### src/rtl/input_port_credit.sv
// Router input port: one flit FIFO per virtual channel, per-VC packet FSM with XY
// routing on the head flit, downstream VC relabelling and upstream credit return.
module input_port_credit #(
    parameter int unsigned VC_NUM      = 2,
    parameter int unsigned BUFFER_SIZE = 8,
    parameter int unsigned FLIT_W      = 32,
    parameter int unsigned DX          = 2,
    parameter int unsigned DY          = 2,
    parameter int unsigned X_CURRENT   = 0,
    parameter int unsigned Y_CURRENT   = 0
) (
    input  logic                             clk,
    input  logic                             rst,
    input  logic [FLIT_W-1:0]                flit_i,
    input  logic                             valid_flit_i,
    input  logic [VC_NUM-1:0]                va_valid_i,
    input  logic [VC_NUM*$clog2(VC_NUM)-1:0] va_new_vc_i,
    input  logic                             sa_valid_i,
    input  logic [$clog2(VC_NUM)-1:0]        sa_sel_vc_i,
    output logic [FLIT_W-1:0]                xb_flit_o,
    output logic                             xb_valid_o,
    output logic [VC_NUM-1:0]                va_request_o,
    output logic [VC_NUM-1:0]                sa_request_o,
    output logic [VC_NUM*3-1:0]              out_port_o,
    output logic                             credit_valid_o,
    output logic [$clog2(VC_NUM)-1:0]        credit_vc_o,
    output logic [VC_NUM-1:0]                is_empty_o,
    output logic [VC_NUM-1:0]                err_o
);

    localparam int unsigned VCW    = $clog2(VC_NUM);
    localparam int unsigned PW     = $clog2(BUFFER_SIZE);
    localparam int unsigned CW     = PW + 1;
    localparam int unsigned VC_LSB = FLIT_W - 2 - VCW;

    localparam logic [DX-1:0] X_CUR = DX'(X_CURRENT);
    localparam logic [DY-1:0] Y_CUR = DY'(Y_CURRENT);

    localparam logic [1:0] ST_IDLE   = 2'd0;
    localparam logic [1:0] ST_VA     = 2'd1;
    localparam logic [1:0] ST_ACTIVE = 2'd2;

    localparam logic [2:0] PORT_LOCAL = 3'd0;
    localparam logic [2:0] PORT_N     = 3'd1;
    localparam logic [2:0] PORT_S     = 3'd2;
    localparam logic [2:0] PORT_W     = 3'd3;
    localparam logic [2:0] PORT_E     = 3'd4;

    logic [FLIT_W-1:0] mem_q [VC_NUM][BUFFER_SIZE];
    logic [PW-1:0]     rd_ptr_q [VC_NUM];
    logic [PW-1:0]     wr_ptr_q [VC_NUM];
    logic [CW-1:0]     count_q [VC_NUM];

    logic [1:0]        state_q [VC_NUM];
    logic [1:0]        state_d [VC_NUM];
    logic [2:0]        route_q [VC_NUM];
    logic [2:0]        route_d [VC_NUM];
    logic [VCW-1:0]    down_vc_q [VC_NUM];
    logic [VCW-1:0]    down_vc_d [VC_NUM];

    logic [FLIT_W-1:0] head [VC_NUM];
    logic [VC_NUM-1:0] empty;
    logic [VC_NUM-1:0] full;
    logic [VC_NUM-1:0] wr_hit;
    logic [VC_NUM-1:0] sel_hit;
    logic [VC_NUM-1:0] sa_pop;
    logic [VC_NUM-1:0] sa_err;
    logic [VC_NUM-1:0] idle_bad;
    logic [VC_NUM-1:0] drop;
    logic [VC_NUM-1:0] pop;
    logic [VC_NUM-1:0] push;
    logic [VC_NUM-1:0] err_set;
    logic [VC_NUM-1:0] err_q;
    logic              drop_blocked;
    logic [VCW-1:0]    pop_vc;
    logic              credit_valid_q;
    logic [VCW-1:0]    credit_vc_q;

    // XY dimension-order routing: resolve X first, then Y.
    function automatic logic [2:0] xy_route(input logic [FLIT_W-1:0] f);
        logic [DX-1:0] x_dst;
        logic [DY-1:0] y_dst;
        x_dst = f[DX-1:0];
        y_dst = f[DX+DY-1:DX];
        if (x_dst > X_CUR) begin
            xy_route = PORT_E;
        end else if (x_dst != X_CUR) begin
            xy_route = PORT_W;
        end else if (y_dst > Y_CUR) begin
            xy_route = PORT_S;
        end else if (y_dst != Y_CUR) begin
            xy_route = PORT_N;
        end else begin
            xy_route = PORT_LOCAL;
        end
    endfunction

    // FIFO status, grant decode and the combinational crossbar path.
    always_comb begin
        xb_valid_o = 1'b0;
        xb_flit_o  = '0;
        for (int v = 0; v < VC_NUM; v++) begin
            head[v]     = mem_q[v][rd_ptr_q[v]];
            empty[v]    = (count_q[v] == '0);
            full[v]     = (count_q[v] == CW'(BUFFER_SIZE));
            wr_hit[v]   = valid_flit_i && (flit_i[FLIT_W-3 -: VCW] == VCW'(v));
            sel_hit[v]  = sa_valid_i && (sa_sel_vc_i == VCW'(v));
            sa_pop[v]   = sel_hit[v] && (state_q[v] == ST_ACTIVE) && !empty[v];
            sa_err[v]   = sel_hit[v] && !sa_pop[v];
            // BODY (01) and TAIL (10) are the labels whose two bits differ.
            idle_bad[v] = (state_q[v] == ST_IDLE) && !empty[v] &&
                          (head[v][FLIT_W-1] != head[v][FLIT_W-2]);
            if (sa_pop[v]) begin
                xb_valid_o = 1'b1;
                xb_flit_o  = {head[v][FLIT_W-1 -: 2], down_vc_q[v], head[v][VC_LSB-1:0]};
            end
        end
    end

    // One credit per cycle: a switch pop wins, otherwise the lowest VC with a stray
    // BODY/TAIL head is dropped; other stray heads wait for a free cycle.
    always_comb begin
        drop         = '0;
        drop_blocked = |sa_pop;
        for (int v = 0; v < VC_NUM; v++) begin
            if (!drop_blocked && idle_bad[v]) begin
                drop[v]      = 1'b1;
                drop_blocked = 1'b1;
            end
        end
        pop    = sa_pop | drop;
        pop_vc = '0;
        for (int v = 0; v < VC_NUM; v++) begin
            if (pop[v]) begin
                pop_vc = VCW'(v);
            end
        end
        for (int v = 0; v < VC_NUM; v++) begin
            push[v]    = wr_hit[v] && (!full[v] || pop[v]);
            err_set[v] = sa_err[v] || drop[v] || (wr_hit[v] && full[v] && !pop[v]);
        end
    end

    // Per-VC packet FSM.
    always_comb begin
        for (int v = 0; v < VC_NUM; v++) begin
            state_d[v]   = state_q[v];
            route_d[v]   = route_q[v];
            down_vc_d[v] = down_vc_q[v];
            case (state_q[v])
                ST_IDLE: begin
                    if (!empty[v] && (head[v][FLIT_W-1] == head[v][FLIT_W-2])) begin
                        state_d[v] = ST_VA;
                        route_d[v] = xy_route(head[v]);
                    end
                end
                ST_VA: begin
                    if (va_valid_i[v]) begin
                        state_d[v]   = ST_ACTIVE;
                        down_vc_d[v] = va_new_vc_i[v*VCW +: VCW];
                    end
                end
                ST_ACTIVE: begin
                    // TAIL and HEADTAIL both have the upper label bit set.
                    if (sa_pop[v] && head[v][FLIT_W-1]) begin
                        state_d[v] = ST_IDLE;
                    end
                end
                default: state_d[v] = ST_IDLE;
            endcase
        end
    end

    // Flit storage is not reset; pointers and counts define what is valid.
    always_ff @(posedge clk) begin
        for (int v = 0; v < VC_NUM; v++) begin
            if (push[v]) begin
                mem_q[v][wr_ptr_q[v]] <= flit_i;
            end
        end
    end

    always_ff @(posedge clk or negedge rst) begin
        if (!rst) begin
            for (int v = 0; v < VC_NUM; v++) begin
                rd_ptr_q[v]  <= '0;
                wr_ptr_q[v]  <= '0;
                count_q[v]   <= '0;
                state_q[v]   <= ST_IDLE;
                route_q[v]   <= PORT_LOCAL;
                down_vc_q[v] <= '0;
            end
            err_q          <= '0;
            credit_valid_q <= 1'b0;
            credit_vc_q    <= '0;
        end else begin
            for (int v = 0; v < VC_NUM; v++) begin
                if (push[v]) begin
                    wr_ptr_q[v] <= wr_ptr_q[v] + PW'(1);
                end
                if (pop[v]) begin
                    rd_ptr_q[v] <= rd_ptr_q[v] + PW'(1);
                end
                if (push[v] && !pop[v]) begin
                    count_q[v] <= count_q[v] + CW'(1);
                end else if (pop[v] && !push[v]) begin
                    count_q[v] <= count_q[v] - CW'(1);
                end
                state_q[v]   <= state_d[v];
                route_q[v]   <= route_d[v];
                down_vc_q[v] <= down_vc_d[v];
            end
            err_q          <= err_q | err_set;
            credit_valid_q <= |pop;
            credit_vc_q    <= pop_vc;
        end
    end

    always_comb begin
        for (int v = 0; v < VC_NUM; v++) begin
            va_request_o[v]      = (state_q[v] == ST_VA);
            sa_request_o[v]      = (state_q[v] == ST_ACTIVE) && !empty[v];
            out_port_o[v*3 +: 3] = route_q[v];
        end
    end

    assign is_empty_o     = empty;
    assign err_o          = err_q;
    assign credit_valid_o = credit_valid_q;
    assign credit_vc_o    = credit_vc_q;

endmodule

### config.mk
export PLATFORM = sky130hd
export DESIGN_NAME = input_port_credit
export DESIGN_NICKNAME = d
export VERILOG_FILES = /design/src/rtl/input_port_credit.sv
export SDC_FILE = /design/constraint.sdc
export NUM_CORES = 1
export LEC_CHECK = 0
export ABC_AREA = 1
export CORE_ASPECT_RATIO = 1.4
export CORE_MARGIN = 2
export CORE_UTILIZATION = 50
export DETAILED_ROUTE_END_ITERATION = 7
export GPL_ROUTABILITY_DRIVEN = 0
export PLACE_DENSITY = 0.69
export SLEW_MARGIN = 20
export SYNTH_ARGS = -nofsm -noshare
export SYNTH_HDL_FRONTEND = slang
export SYNTH_SLANG_ARGS = --single-unit
### constraint.sdc
create_clock -name clk -period 3.3 [get_ports clk]
set_input_delay 0.495 -clock clk [delete_from_list [all_inputs] [get_ports clk]]
set_output_delay 0.495 -clock clk [all_outputs]
set_load 0.03 [all_outputs]
-- Word-level counts from Yosys, hierarchy flattened
Memories as Yosys holds them, arrays and structs flattened.
Index checks and enable logic that the tools add are counted.
Widths: inputs -> output; s select.
- memories kept: 1
- input bits: 41
- register bits: 36
- bits in latches: 0
- output and inout port bits: 49
- bits in writable memories: 512
- logic and storage cells: 174
- memory bits (read-only): 0
- equality and inequality tests: 16
- multiply operators: 0
- add/sub/neg operators: 8
- bitwise logic cells: 8
- shift operators: 0
- muxes and demuxes: 45
- div/mod/pow operators: 0
- magnitude comparators: 10
- reduce and logical (&&, ||, !) cells: 71
- memories (name ; depth ; width ; read ports ; clocked after Yosys merged registers in ; wr ports ; line ; RTL):
    mem_q ; 2 ; 256 ; 2 ; 0 ; 1 ; 49 ; logic [FLIT_W-1:0] mem_q [VC_NUM][BUFFER_SIZE];
- operators with widths (cell ; count):
    $mux 256 ; 4
    $mux 32 ; 8
    $reduce_or 256->1 ; 1
    $bmux 32 s3 ; 2
    $demux 32 s3 ; 2
    $logic_and 1x1->1 ; 34
    $mux 2 ; 10
    $ge 4x4->1 const B ; 4
    $mux 4 ; 4
    $not 3->4 ; 4
    $add 3x1->3 const B ; 4
    $logic_not 1->1 ; 12
    $pmux 2 s3 ; 2
    $reduce_bool 2->1 ; 6
    $mux 1 ; 11
    $add 4x1->4 const B ; 2
    $eq 4x4->1 const B ; 2
    $gt 2x1->1 const B ; 4
    $logic_not 4->1 ; 2
    $lt 4x1->1 const B ; 2
    $reduce_and 2->1 ; 4
    $sub 4x1->4 const B ; 2
    $logic_or 1x1->1 ; 6
    $mux 3 ; 2
    11 further kinds ; 24

-- Logic depth before layout (Yosys ltp)
Gate-level depths: netlist (run 1).
- depth after elaboration: 18
- depth in mapped cells: 24
- mapped depth without buffers: 22

-- Worst setup path before layout (run 1)
OpenSTA, ideal clock, no wires.
- path type: register to register
- start point: reg count_q[0] (netlist bit)
- end point: mem mem_q[0][288] (netlist bit) (enable)
- buffers on the path: 0
- period minus slack after synthesis: 3.282 ns
- stages on the path, launching flop included: 12
- required time: 2.881 ns
- library setup time: 0.419 ns
- arrival time: 2.863 ns
- setup slack: 0.018 ns
- cells stage by stage: dfrtp_1 > nor3_2 > nand2_1 > nand3_2 > nand2_2 > inv_2 > nand2_1 > nor2_4 > nand2_4 > nand3_4 > nand3_2 > nor2_1
- word-level cells in the longest chain between the ends: 17
- elaborated cells on any way between the ends: 27
- classes of those cells: eq/ne (1); mux (9); bitwise (1); reduce/logical (16)
- ends and longest elaborated chain (item ; line ; RTL):
    from (decl) ; 52 ; logic [CW-1:0] count_q [VC_NUM];
    from (signal, indexed assignment) ; 205 ; count_q[v] <= count_q[v] + CW'(1);
    from (signal, indexed assignment) ; 207 ; count_q[v] <= count_q[v] - CW'(1);
    $logic_not 4->1 ; 104 ; empty[v] = (count_q[v] == '0);
    $logic_not 1->1 ; 108, 111 ;
    $logic_and 1x1->1 ; 108 ; sa_pop[v] = sel_hit[v] && (state_q[v] == ST_ACTIVE) && !empty[v];
    $reduce_or 2->1 ; 124 ; drop_blocked = |sa_pop;
    $logic_not 1->1 ; 126 ; if (!drop_blocked && idle_bad[v]) begin
    $logic_and 1x1->1 ; 126 ;
    $mux 1 ; 126 ;
    $logic_not 1->1 ; 126 ;
    $logic_and 1x1->1 ; 126 ;
    $mux 1 ; 126 ;
    $or 2x2->2 ; 131 ; pop = sa_pop | drop;
    $logic_or 1x1->1 ; 139 ; push[v] = wr_hit[v] && (!full[v] || pop[v]);
    $logic_and 1x1->1 ; 139 ;
    $mux 1 ; 177 ; if (push[v]) begin
    $mux 256 (implied by the code) ; 178 ; mem_q[v][wr_ptr_q[v]] <= flit_i;
    $reduce_or 256->1 (no source line) ; - ;
    $mux 1 (no source line) or $mux 256 (tied branches) ; - ;
    to (decl) ; 49 ;
Parallel ways exist; a longest one is shown, timed or not.

-- Worst setup path in the final report (run 1)
- start point: reg rd_ptr_q[4] (netlist bit)
- end point: out xb_flit_o[9]
- word-level cells in the longest chain between the ends: 6
- ends and longest elaborated chain (item ; line ; RTL):
    from (decl) ; 50 ; logic [PW-1:0] rd_ptr_q [VC_NUM];
    from (signal, indexed assignment) ; 202 ; rd_ptr_q[v] <= rd_ptr_q[v] + PW'(1);
    $not 3->4 (implied by the code) ; 103 ; head[v] = mem_q[v][rd_ptr_q[v]];
    $bmux 32 s3 ; 103 ;
    $mux 32 (implied by the code) (2 in a row) ; 103 ;
    $mux 32 (2 in a row) ; 113 ; if (sa_pop[v]) begin
    to (decl) ; 20 ; output logic [FLIT_W-1:0] xb_flit_o,
Every way passes these cells. The select of a mux whose other input is x is not followed.

==> results of run 1 <==
power by group:
group / internal (mW) / leakage [nW] / switching (mW)
clock: 3.20 / 0.772 / 2.39
sequential: 8.03 / 4.88 / 0.395
combinational: 2.49 / 3.04 / 5.05
total: 13.7 / 8.69 / 7.84
cells in the final DEF (no fill, tap or decap), types with 36 or more instances in the layout:
master / count
buf_12: 36
buf_4: 60
clkbuf_16: 49
clkdlybuf4s50_1: 55
edfxtp_1: 496
inv_1: 62
nand2_1: 141
nand3_1: 51
nor2_1: 267
o21ai_0: 259
o221ai_1: 49
o22ai_1: 68
final timing paths:
path | cells past startpoint | endpoint | slack (ns)
max | 6 | xb_flit_o[9] | 0.14
min | 2 | credit_vc_o | 0.35
max reg2reg | 19 | count_q[7] | 0.26
min reg2reg | 1 | count_q[3] | 0.48
max in group asynchronous | 2 | rd_ptr_q[3] | 2.59
min in group clk | 1 | count_q[3] | 0.48
routing by layer:
| layer | up-vias | global-route usage [%] | routed length, um |
|---|---|---|---|
| met1 | 6939 | 31.6 | 20400 |
| met5 | - | 0 | 0 |
| met3 | 103 | 3.27 | 4440 |
| met4 | 0 | 10.7 | 1810 |
| met2 | 702 | 42.4 | 28300 |
| li1 | 6300 | - | - |
flip-flops by register name, indices dropped and copies added (netlist names):
name / flops
mem_q: 496
rd_ptr_q: 6
credit_valid_o: 1
wr_ptr_q: 6
credit_vc_o: 1
down_vc_q: 2
err_o: 2
out_port_o: 4
count_q: 8
state_q: 4
logic make-up (layout without fill, tap and decap cells):
group / count (synthesis) / in the layout
DFF: 530 / 530
muxes: 3 / 3
buffers and inverters: 174 / 321
other: 1 / 6
adders and majority gates: 12 / 12
xor gates and xnor gates: 10 / 10
and+or+nand+nor: 513 / 513
AOI/OAI and AO/OA: 424 / 424
metrics by stage:
step,hold slack (ns),power (mW),area (sq um),cells
after floorplan,0.199,13.3,21500,1668
after global placement,0.457,15.7,23600,2268
after detailed placement,0.466,15.9,23600,2268
after CTS,0.348,21.6,25200,2359
after global routing,0.386,22.6,25200,2365
final,0.348,21.6,25200,2365
repair_timing:
action / CTS / global route
setup endpoints to repair: 3 / 8
gates resized for setup: 9 / 11
buffers inserted: 0 / 2
gates cloned: 1 / 0
layout make-up:
class / instances / share of cell area, %
multi-input cells: 964 / 20.1
well taps: 546 / 2.71
clock buffers: 57 / 4.98
inverters: 69 / 1.06
diodes: 4 / 0.0397
repair buffers: 162 / 7.45
clock inverters: 33 / 1.27
flip-flops and latches: 530 / 62.4
==> flow_summary.toml, run 1 <==
[hold_path]
hp-class = "input pin to async pin"

[drt]
post_drt_wl_per_cell_um = 23.3
viasPerCell = 5.94
via_count = 14044
routed_wl_um = 55000
antenna_left = 0
drtIter0Drc = 1447
first_pass_iters = 5
drc = 0

[yosys]
synth_fa_ha_area_share_pct = 0.770
synth_area_leaders = "edfxtp_1 69%, o21ai_0 6.0%, nor2_1 5.0%"
synthTopCellsByCount = "496 x edfxtp_1, 284 x nor2_1, 259 x o21ai_0"
yosysSeqAreaShare_pct = 73.4
synth_top_family_by_area = "compound AO/OA/AOI/OAI gates"
mappedNetlistArea_sq_um = 21500
synthFlopType = "edfxtp_1"
netlist.area_leader.share_pct = 69.4
synth_xor_area_share_pct = 0.408
syn_area_per_cell_sq_um = 12.9
synth_edf_count = 496
synth_compound_area_share_pct = 11.4
ys_ff_latch = 530
synthDistinctLibCells = 41
yosysTopAreaCell = "edfxtp_1"
synth_most_common_cell = "edfxtp_1"
ys_warn_count = 0
synthMuxAreaShare_pct = 0.157
yosys.area_share.simple_pct = 10.3
synthCells = 1667
async_flop_share_pct = 6.42

[placed_design]
io_buffers = 87
hpwlAfterDp_um = 31900
place_ws_ns = 0.114

[sta]
relSlewSlack_pct = 57.1
finClkSkew_ns = 0.0134
finalCritPeriodShare_pct = 95.7
max_freq_mhz = 317
fin_crit_ns = 3.16
setup_slack_ns = 0.141
hold_viol = 0
worst_pin_slew_ns = 0.644
finalSetupViolCount = 0
rsz0062_at_grt = "no"
tns_ns = 0
finalMaxSlewViolations = 0

[finish]
multi_input_area_sq_um = 5070
drive_gt1_share_pct = 13.6
fillers = 3144
syn_to_final_growth_pct = 17.6
final_nets = 1828
final_util_pct = 59.8
register_area_sq_um = 15800

[clock_tree]
clkTransAtPathRegs_ns = 0.06
cts.path.max_buffers = 3
cts_tree = "yes"
cts_sinks = 530
cts_buffers = 48
hold_buffers = 0
htreeDepth = 2
cts_root_buf = "clkbuf_16"
insertion_delay_ns = 0.57

[setup_path]
cp_slowest_cell = "buf_4"
slowest_delay_ns = 0.54
cp.required_ns = 2.80
cp_cell_sequence = "buf_4 > o21ai_0 > o221ai_1 > nand3_1 > o21ai_1 > buf_12"
crit_fanout = 50
worst_setup_path_end_kind = "output pin"
worstPathArrival_ns = 2.66
cp.buffers_inverters = 2
path_class = "flop to output pin"
path_delay_family = "compound AO/OA/AOI/OAI gates"
cp-start-kind = "flop"
worstSetupStartpoint = "rd_ptr_q[4]"
rr_startpoint = "rd_ptr_q[3]"

[die]
top_level_ports = 90
fp.dieArea_sq_um = 44600
die_w_um = 179
rows = 89
initial_core_util_pct = 50.8
core_area_sq_um = 42200
die_h_um = 249

[global_route]
groute.usage.overall_pct = 24.8
grt_first_pass_wirelength_um = 82700
grt_max_degree = 81
antenna_found_initial = 5
grt_pass1_vias = 13981
grt_overflow = 0

[power_and_ir_drop]
ir_worst_vdd_mv = 0.463
leakage_nw = 8.69
power_density_nw_per_um2 = 854

[flow_run]
drv_cap = 0

[status]
status = "finished, final reports clean"
No activity file was read; power rests on OpenSTA's default activity.
==> run 2: changes to the inputs <==
--- a/config.mk
+++ b/config.mk
@@ -12,6 +12,7 @@
 export DETAILED_ROUTE_END_ITERATION = 7
 export GPL_ROUTABILITY_DRIVEN = 0
 export PLACE_DENSITY = 0.69
+export REMOVE_ABC_BUFFERS = 1
 export SLEW_MARGIN = 20
 export SYNTH_ARGS = -nofsm -noshare
 export SYNTH_HDL_FRONTEND = slang
==> flow_summary.toml, run 2 (synthesis results as in run 1) <==
[sta]
finalMaxSlewViolations = 0
max_freq_mhz = 313
finalSetupViolCount = 0
hold_viol = 0
tns_ns = 0
fin_crit_ns = 3.20
finalCritPeriodShare_pct = 96.8
worst_pin_slew_ns = 0.920
setup_slack_ns = 0.104
relSlewSlack_pct = 38.5
finClkSkew_ns = 0.0239
hold_ws_ns = 0.346

[setup_path]
critPathMostFrequentCell = "nand2_1"
cp_cell_sequence = "buf_6 > o21ai_0 > o22ai_1 > nand2_1 > nand2_1 > a22o_1 > clkdlybuf4s15_1"
worst_setup_path_end_kind = "output pin"
cp.depth = 7
rr_startpoint = "rd_ptr_q[3]"
worstSetupStartpoint = "rd_ptr_q[4]"
worstPathArrival_ns = 2.70
cp-start-kind = "flop"
path_delay_family = "buffers and inverters"
cp-endpoint = "xb_flit_o[1]"
path_class = "flop to output pin"
slowest_delay_ns = 0.61
reg2reg_depth = 13
crit_fanout = 35
cp.buffers_inverters = 2
r2r_slack_ns = 0.19
cp.required_ns = 2.80
cp_slowest_cell = "dfrtp_4"
r2r-end = "mem_q[0][196]"

[die]
top_level_ports = 90
rows = 89
initial_core_util_pct = 50.8
die_h_um = 249
core_area_sq_um = 42200
die_w_um = 179
fp.dieArea_sq_um = 44600

[global_route]
grt_max_degree = 107
antenna_found_initial = 1
grt_overflow = 0
grt_first_pass_wirelength_um = 78300
grt_pass1_vias = 13850
groute.usage.overall_pct = 23.1

[clock_tree]
cts_buffers = 48
clkTransAtPathRegs_ns = 0.06
cts_sinks = 530
insertion_delay_ns = 0.57
cts.path.max_buffers = 3
hold_buffers = 0
cts_tree = "yes"
cts_root_buf = "clkbuf_16"
htreeDepth = 2

[power_and_ir_drop]
ir_worst_vdd_mv = 0.531
leakage_nw = 8.65
power_density_nw_per_um2 = 849

[finish]
final_cells = 2349
drive_gt1_share_pct = 13.0
syn_to_final_growth_pct = 17.8
final_cell_mix = "496 x edfxtp_1, 268 x nor2_1, 258 x o21ai_0"
mostFrequentLayoutCell = "edfxtp_1"
post-route-cell-area_sq_um = 25300
final_nets = 1821
largest_register_ff_count = 496
diodes = 0

[placed_design]
place_ws_ns = 0.0729
postPlaceCellArea_sq_um = 23600
place_inst = 2261
io_buffers = 87
hpwlAfterDp_um = 29200

[drt]
routed_wl_um = 52200
via_count = 13944
drtIter0Drc = 1139
drc = 0
post_drt_wl_per_cell_um = 22.2
viasPerCell = 5.94
first_pass_iters = 7
antenna_left = 0

[status]
status = "finished, final reports clean"

[flow_run]
drv_cap = 0

[hold_path]
hp-class = "input pin to async pin"
-- run 2: changes by cell type in the layout (fill, tap and decap cells not counted), sizes merged --
cell | before | now
diode | 4 | 0
clkbuf | 60 | 62
clkinvlp | 2 | 5
bufinv | 6 | 5
inv | 72 | 68
buf | 102 | 95
clkinv | 22 | 16
clkdlybuf4s15 | 0 | 1
-- run 2: report_power, final --
group          total, mW  internal, mW  switching [mW]
logic               7.51          2.54            4.97
registers           8.47          8.03           0.434
clock network       5.49          3.15            2.34
-- run 2: per-stage QoR --
stage               power, mW  utilization, %
floorplan                12.8               -
global placement         15.5            55.9
detailed placement       15.7            55.9
CTS                      21.4            59.7
global route             22.5            59.9
finish                   21.5            59.9
-- run 2: final cells by class --
cell class | instances | area, sq um
Sequential cell | 530 | 15800
Inverter | 69 | 273
Fill cell | 3173 | 16900
Tap cell | 546 | 683
Timing Repair Buffer | 155 | 1950
Clock inverter | 25 | 253
Clock buffer | 60 | 1290
Multi-Input combinational cell | 964 | 5070
-- run 2: how the worst min path moves through the flow --
| stage | cells past startpoint | slack (ns) | endpoint | startpoint |
|---|---|---|---|---|
| floorplan | 0 | 0.20 | count_q[0] | rst |
| global placement | 1 | 0.46 | count_q[3] | count_q[3] |
| detailed placement | 1 | 0.47 | count_q[3] | count_q[3] |
| CTS | 2 | 0.34 | state_q[0] | rst |
| global route | 2 | 0.39 | count_q[7] | rst |
| finish | 2 | 0.35 | state_q[0] | rst |
-- run 2: routing by layer --
| layer | track usage (%) | routed length [um] |
|---|---|---|
| met2 | 39.8 | 26600 |
| met1 | 30.2 | 20500 |
| met5 | 0 | 14 |
| met4 | 7.71 | 1430 |
| met3 | 3.13 | 3720 |
-- run 2: timing repair --
action / in CTS / in global routing
gates cloned: 1 / 1
resized for setup: 13 / 14
setup endpoints to repair: 23 / 22
setup buffers: 0 / 1
